===== config.mk =====
export PLATFORM = sky130hd
export DESIGN_NAME = traffic_light_ctrl_flat
export DESIGN_NICKNAME = d
export VERILOG_FILES = /design/src/rtl/traffic_light_ctrl_if.sv /design/src/rtl/traffic_light_ctrl.sv /design/src/flat_wrapper.sv
export SDC_FILE = /design/constraint.sdc
export NUM_CORES = 1
export LEC_CHECK = 0
export BUFFER_PORTS_ARGS = -buffer_cell sky130_fd_sc_hd__buf_2
export CAP_MARGIN = 40
export CORE_MARGIN = 2
export CORE_UTILIZATION = 50
export DETAILED_ROUTE_END_ITERATION = 16
export PLACE_DENSITY = 0.79
export SETUP_SLACK_MARGIN = 0.2
export SLEW_MARGIN = 0
export SYNTH_ARGS = -nofsm -noshare
export SYNTH_HDL_FRONTEND = slang
export SYNTH_SLANG_ARGS = --single-unit

===== constraint.sdc =====
create_clock -name clk -period 3.4 [get_ports clk]
set_input_delay 0.68 -clock clk [delete_from_list [all_inputs] [get_ports clk]]
set_output_delay 0.68 -clock clk [all_outputs]
set_load 0.01 [all_outputs]

===== src/rtl/traffic_light_ctrl_if.sv =====
// rtl/traffic_light_ctrl_if.sv - demand inputs and lamp outputs of the intersection sequencer
interface traffic_light_ctrl_if;
  logic       en;
  logic       side_car;
  logic       ped_req;
  logic [2:0] main_rgy;
  logic [2:0] side_rgy;
  logic       walk;
  logic       ped_pend;
  logic [2:0] state;

  modport master (
    output en, side_car, ped_req,
    input  main_rgy, side_rgy, walk, ped_pend, state
  );

  modport slave (
    input  en, side_car, ped_req,
    output main_rgy, side_rgy, walk, ped_pend, state
  );
endinterface


===== src/rtl/traffic_light_ctrl.sv =====
// rtl/traffic_light_ctrl.sv - main/side road sequencer with pedestrian walk phase
// Main green rests until demand; every other phase lasts a fixed number of en ticks.
module traffic_light_ctrl #(
  parameter int T_MG   = 20,
  parameter int T_Y    = 3,
  parameter int T_AR   = 1,
  parameter int T_SG   = 10,
  parameter int T_WALK = 8,
  parameter int CW     = 8
) (
  input  logic                 clk,
  input  logic                 rst,
  traffic_light_ctrl_if.slave  bus
);

  typedef enum logic [2:0] {
    PH_MG   = 3'd0,
    PH_MY   = 3'd1,
    PH_AR1  = 3'd2,
    PH_WALK = 3'd3,
    PH_SG   = 3'd4,
    PH_SY   = 3'd5,
    PH_AR2  = 3'd6,
    PH_BAD  = 3'd7
  } phase_e;

  localparam logic [CW-1:0] LAST_MG   = CW'(T_MG - 1);
  localparam logic [CW-1:0] LAST_Y    = CW'(T_Y - 1);
  localparam logic [CW-1:0] LAST_AR   = CW'(T_AR - 1);
  localparam logic [CW-1:0] LAST_SG   = CW'(T_SG - 1);
  localparam logic [CW-1:0] LAST_WALK = CW'(T_WALK - 1);

  phase_e        state_q, state_d;
  logic [CW-1:0] cnt_q, cnt_d;
  logic          ped_pend_q, ped_pend_d;
  logic [CW-1:0] last_cnt;
  logic          demand;

  assign demand = bus.side_car | ped_pend_q;

  always_ff @(posedge clk) begin
    if (rst) begin
      state_q    <= PH_MG;
      cnt_q      <= '0;
      ped_pend_q <= 1'b0;
    end else begin
      state_q    <= state_d;
      cnt_q      <= cnt_d;
      ped_pend_q <= ped_pend_d;
    end
  end

  always_comb begin
    last_cnt = '0;
    case (state_q)
      PH_MG:         last_cnt = LAST_MG;
      PH_MY, PH_SY:  last_cnt = LAST_Y;
      PH_AR1, PH_AR2: last_cnt = LAST_AR;
      PH_WALK:       last_cnt = LAST_WALK;
      PH_SG:         last_cnt = LAST_SG;
      default:       last_cnt = '0;
    endcase
  end

  // In MG without demand the timer parks on its last count, so late demand exits on the next tick.
  always_comb begin
    state_d = state_q;
    cnt_d   = cnt_q;
    if (state_q == PH_BAD) begin
      state_d = PH_MG;
      cnt_d   = '0;
    end else if (bus.en) begin
      if (cnt_q < last_cnt) begin
        cnt_d = cnt_q + CW'(1);
      end else begin
        case (state_q)
          PH_MG:   state_d = demand ? PH_MY : PH_MG;
          PH_MY:   state_d = PH_AR1;
          PH_AR1:  state_d = ped_pend_q ? PH_WALK : PH_SG;
          PH_WALK: state_d = bus.side_car ? PH_SG : PH_AR2;
          PH_SG:   state_d = PH_SY;
          PH_SY:   state_d = PH_AR2;
          PH_AR2:  state_d = PH_MG;
          default: state_d = PH_MG;
        endcase
        if (state_d != state_q) begin
          cnt_d = '0;
        end
      end
    end
  end

  always_comb begin
    ped_pend_d = ped_pend_q;
    if (state_d == PH_WALK && state_q != PH_WALK) begin
      ped_pend_d = 1'b0;
    end else if (bus.ped_req && state_q != PH_WALK) begin
      ped_pend_d = 1'b1;
    end
  end

  always_comb begin
    bus.main_rgy = 3'b100;
    bus.side_rgy = 3'b100;
    bus.walk     = 1'b0;
    case (state_q)
      PH_MG:   bus.main_rgy = 3'b001;
      PH_MY:   bus.main_rgy = 3'b010;
      PH_SG:   bus.side_rgy = 3'b001;
      PH_SY:   bus.side_rgy = 3'b010;
      PH_WALK: bus.walk     = 1'b1;
      default: ;
    endcase
  end

  assign bus.ped_pend = ped_pend_q;
  assign bus.state    = state_q;

endmodule


===== src/flat_wrapper.sv =====
// flat-port wrapper written by rule: the top's interface ports become plain ports
module traffic_light_ctrl_flat 
#(
  parameter int T_MG   = 20,
  parameter int T_Y    = 3,
  parameter int T_AR   = 1,
  parameter int T_SG   = 10,
  parameter int T_WALK = 8,
  parameter int CW     = 8
)
  (clk, rst, bus_en, bus_side_car, bus_ped_req, bus_main_rgy, bus_side_rgy, bus_walk, bus_ped_pend, bus_state);
  traffic_light_ctrl_if bus_i ();
  input  logic clk;
  input  logic rst;
  input wire logic [$bits(bus_i.en)-1:0] bus_en;
  input wire logic [$bits(bus_i.side_car)-1:0] bus_side_car;
  input wire logic [$bits(bus_i.ped_req)-1:0] bus_ped_req;
  output wire logic [$bits(bus_i.main_rgy)-1:0] bus_main_rgy;
  output wire logic [$bits(bus_i.side_rgy)-1:0] bus_side_rgy;
  output wire logic [$bits(bus_i.walk)-1:0] bus_walk;
  output wire logic [$bits(bus_i.ped_pend)-1:0] bus_ped_pend;
  output wire logic [$bits(bus_i.state)-1:0] bus_state;
  assign bus_i.en = bus_en;
  assign bus_i.side_car = bus_side_car;
  assign bus_i.ped_req = bus_ped_req;
  assign bus_main_rgy = bus_i.main_rgy;
  assign bus_side_rgy = bus_i.side_rgy;
  assign bus_walk = bus_i.walk;
  assign bus_ped_pend = bus_i.ped_pend;
  assign bus_state = bus_i.state;
  traffic_light_ctrl #(.T_MG(T_MG), .T_Y(T_Y), .T_AR(T_AR), .T_SG(T_SG), .T_WALK(T_WALK), .CW(CW)) u_core (.clk(clk), .rst(rst), .bus(bus_i));
endmodule

---- After elaboration in Yosys (flattened, before gate mapping) ----
Cells that the tools add are included.
word-level totals
  flip-flop bits (word level) ............. 12
  bits in latches ......................... 0
  memory bits (writable) .................. 0
  ROM bits ................................ 0
  bits of input ports ..................... 5
  output and inout bits ................... 11
  word-level logic and storage cells ...... 39
  memories kept ........................... 0
operators by class
  add/sub/neg operators ................... 1
  multiply operators ...................... 0
  div/mod/pow operators ................... 0
  magnitude comparators ................... 1
  eq/ne operators ......................... 9
  shift operators ......................... 0
  multiplexer cells ....................... 16
  bitwise gates (word level) .............. 1
  reductions and logical operators ........ 8
operators with widths
  cell                                                    number
  two-way mux 3 bit                                       7
  case mux 5 bit (4 select lines)                         1
  case mux 3 bit (6 select lines)                         1
  two-way mux 8 bit                                       2
  case mux 3 bit (2 select lines)                         2
  == test 3 x 2 -> 1 bit (second input constant)          3
  == test 3 bit (second input constant)                   3
  adder 8 x 1 -> 8 bit (second input constant)            1
  less-than comparator 8 x 5 -> 1 bit                     1
  OR reduction 2 bit                                      3
  == test 3 x 1 -> 1 bit (second input constant)          1
  logical NOT 3 bit                                       1
  inequality test 3 x 2 -> 1 bit (second input constant)  1
  inequality test 3 bit                                   1
  logical AND 1 bit                                       2
  two-way mux 1 bit                                       2
  two-way mux 2 bit                                       1
  AND reduction 2 bit                                     1
  nonzero test 2 bit                                      1
  OR 1 bit                                                1

---- Depth between registers and ports, before layout ----
  depth in word-level cells ............... 13
  gate-level depth with buffers ........... 9
  gate-level depth less buffers ........... 8

---- Least setup slack after synthesis ----
OpenSTA, ideal clock, no wires.
  kind .................................... register to register
  from .................................... register u_core.state_q[0] (netlist: u_core.bus.state[0])
  to ...................................... register u_core.cnt_q[5]
  setup time .............................. 0.058 ns
  arrival ................................. 2.448 ns
  data required time ...................... 3.342 ns
  slack ................................... 0.894 ns
  cell stages (with the launch flop) ...... 10
  path buffers ............................ 1
  clock period less this slack ............ 2.506 ns
  cells stage by stage .................... dfxtp_1 > buf_2 > inv_1 > maj3_1 > ha_1 > o21a_1 > a221oi_1 > o2bb2ai_2 > a21o_1 > o21ba_1
on the way
  longest elaborated chain between the ends .. 8
  elaborated cells on any way between the ends .. 19
  those cells by class .................... 1 x order compare; 7 x eq/ne; 6 x mux; 5 x reduce/logical
ends and longest elaborated chain
  element                                                                      RTL line                  source
  start, declared                                                              traffic_light_ctrl.sv:33  phase_e state_q, state_d;
  start signal, assigned                                                       traffic_light_ctrl.sv:47  state_q <= state_d;
  branches (longest 8 deep; another with less-than comparator 8 x 5 -> 1 bit)  n/a
  end signal, assigned                                                         traffic_light_ctrl.sv:48  cnt_q <= cnt_d;
  end, declared                                                                traffic_light_ctrl.sv:34  logic [CW-1:0] cnt_q, cnt_d;
Parallel ways; which one is timed is not known. The select of a mux whose other input is x is not followed.
A chain may end at the register's enable or synchronous reset.

---- Worst setup path after layout ----
Ends and elaborated chain as after synthesis.

==> flow_summary.json <==
{
  "status": "finished clean",
  "syn-cell-area_um2": 865,
  "fin_worst_skew_ns": 0.00594,
  "avgRoutedWirePerCell_um": 15.2,
  "synthesis.area_per_instance_um2": 8.39,
  "ys_seq_elements": 12,
  "synth_top_cell_by_area": "dfxtp_1",
  "reg2reg_slack_ns": 0.62,
  "p_switching_w": 0.0000986,
  "mostFrequentLayoutCells": "buf_2, dfxtp_1, a21oi_1",
  "synth_seq_area_share": 0.278,
  "dieArea_um2": 2080,
  "hold-worst-slack_ns": 0.506,
  "dp_hpwl_um": 1530,
  "setup_ws_ns": 0.621,
  "die_w_um": 45.6,
  "pwr-share-clk": 0.351,
  "drt_iter0_markers": 47,
  "clkTransAtPathRegs_ns": 0.08,
  "async_reset_ff_frac": 0,
  "synth_edf_count": 0,
  "vias": 845,
  "routed_via_density": 6.26,
  "numPlacedInstances": 131,
  "clockBufferDepth": 2,
  "p_comb_frac": 0.185,
  "grt_overflow_total": 0,
  "fin_tns_setup_ns": 0,
  "fin_crit_ns": 2.78,
  "cts_sinks": 12,
  "fmax_ghz": 0.360,
  "swShare": 0.295,
  "max_slew.worst_pin.slew_ns": 0.595,
  "yosysWarnings": 0,
  "cts_tree": "done",
  "grt_pass1_wl_um": 3090,
  "core_um2": 1670,
  "ctsResizeCount": 0,
  "synth.top_cell.area_share": 0.278,
  "place.gp.congestion": 0.815,
  "cap_violations": 0,
  "crit_required_ns": 3.62,
  "maxSlewViolCount": 0,
  "cts_buffers": 3,
  "layout_commonest_cell": "buf_2",
  "ys.flop_type": "dfxtp_1",
  "cp_max_fo": 15,
  "nNetsFinal": 129,
  "track_usage": 0.206,
  "cts_hold_buf": 0,
  "grt_start_max_net_pins": 16,
  "fin_area_um2": 971,
  "cp-end-kind": "flop",
  "fin_cells": 135,
  "synth_cell_types": 39,
  "power_per_cell_area_nw_per_um2": 344,
  "arrival_ns": 3.00,
  "cts-root-buf": "clkbuf_4",
  "internal_power_w": 0.000236,
  "vdd_drop_max_v": 0.000204,
  "syn2layout_area_growth_pct": 12.3,
  "synthCells": 103,
  "antenna_found_initial": 0,
  "io_buffers": 15,
  "cts_setup_buffers": 0,
  "fin_crit_sh": 0.817,
  "h-tree-depth": 1,
  "finalSetupViolCount": 0,
  "ios": 16,
  "placed_area_um2": 935,
  "synth_area_leaders": "dfxtp_1, ha_1, a21oi_1",
  "routed_wl_um": 2050,
  "path_class": "flop to flop",
  "drc": 0,
  "grt_pass1_vias": 664,
  "ant_nets": 0,
  "p_leak_nw": 0.458,
  "start_util": 0.518,
  "synth.net_count": 113,
  "fp.dieH_um": 45.6,
  "first_pass_iters": 4,
  "max_slew_margin": 0.603,
  "dp_slack_ns": 0.686,
  "p_seq_frac": 0.464,
  "rsz0062_at_grt": "no",
  "antenna_cells": 0,
  "min_path_type": "flop to flop",
  "hold_viol": 0,
  "rows": 15,
  "drive_gt1_frac": 0.220,
  "insertion_delay_ns": 0.28,
  "critPathLaunchType": "flop"
}
[cell type report]
type                    instances  area, um2
fillers                       136        699
multi-input cells              79        568
flip-flops and latches         12        240
repair buffers                 15       75.1
clock buffers                   4       36.3
inverters                       8       30.0
well taps                      17       21.3
[cell usage after synthesis, types with 2 or more instances]
| library cell | n |
|---|---|
| nor2_1 | 9 |
| or2_2 | 2 |
| nand3_1 | 5 |
| nor3_1 | 2 |
| a21o_1 | 3 |
| a21oi_1 | 11 |
| and3_1 | 2 |
| mux2i_1 | 3 |
| inv_1 | 7 |
| nand2_1 | 4 |
| nand3b_1 | 2 |
| a211o_1 | 3 |
| a31oi_1 | 4 |
| o211ai_1 | 4 |
| dfxtp_1 | 12 |
| buf_2 | 3 |
| ha_1 | 5 |
[stage by stage]
stage / util / power [W]
after floorplan: - / 0.000200
after global placement: 0.560 / 0.000217
after detailed placement: 0.560 / 0.000219
after CTS: 0.581 / 0.000333
after global routing: 0.581 / 0.000347
final: 0.581 / 0.000334
[logic make-up (layout without fill, tap and decap cells)]
kind of cell | after synthesis | after routing | share of synthesized area
AND/OR/NAND/NOR | 34 | 34 | 0.219
multiplexers | 3 | 3 | 0.0347
buffers and inverters | 12 | 27 | 0.0651
AO/OA/AOI/OAI | 36 | 36 | 0.320
flip-flops | 12 | 12 | 0.278
adder cells (fa/ha/maj) | 6 | 6 | 0.0839
[routing by layer]
| layer | global-route usage | share of wire | vias up |
|---|---|---|---|
| li1 | - | - | 418 |
| met1 | 0.303 | 0.49 | 397 |
| met2 | 0.304 | 0.45 | 26 |
| met3 | 0.0278 | 0.047 | 4 |
| met4 | 0.0706 | 0.011 | 0 |
| met5 | 0 | 0 | - |
[critical path: stages, from the launching register on]
cell and delay [ns]:
dfxtp_1 0.71, inv_1 0.20, maj3_1 0.40, ha_1 0.33, o21a_1 0.12, a221oi_1 0.31, o2bb2ai_2 0.16, a21o_1 0.27
o21ba_1 0.22
[power by group through the flow]
stage	Combinational, W	Clock, W	Sequential (W)
after detailed placement	0.0000605	0	0.000158
final	0.0000618	0.000117	0.000155
after global placement	0.0000590	0	0.000158
after global routing	0.0000672	0.000124	0.000156
after floorplan	0.0000465	0	0.000154
after CTS	0.0000609	0.000118	0.000155
[final timing paths]
path	to	cells after the start	from
min reg2reg	u_core.cnt_q[5]	1	u_core.cnt_q[5]
min	u_core.cnt_q[5]	1	u_core.cnt_q[5]
max reg2reg	u_core.cnt_q[5]	8	u_core.bus.state[0]
max	u_core.cnt_q[5]	8	u_core.bus.state[0]
[flip-flops by register name, indices dropped and copies added (netlist names)]
name	flops
u_core.bus.ped_pend	1
u_core.cnt_q	8
u_core.bus.state	3
Power figures use the tool's default switching activity.
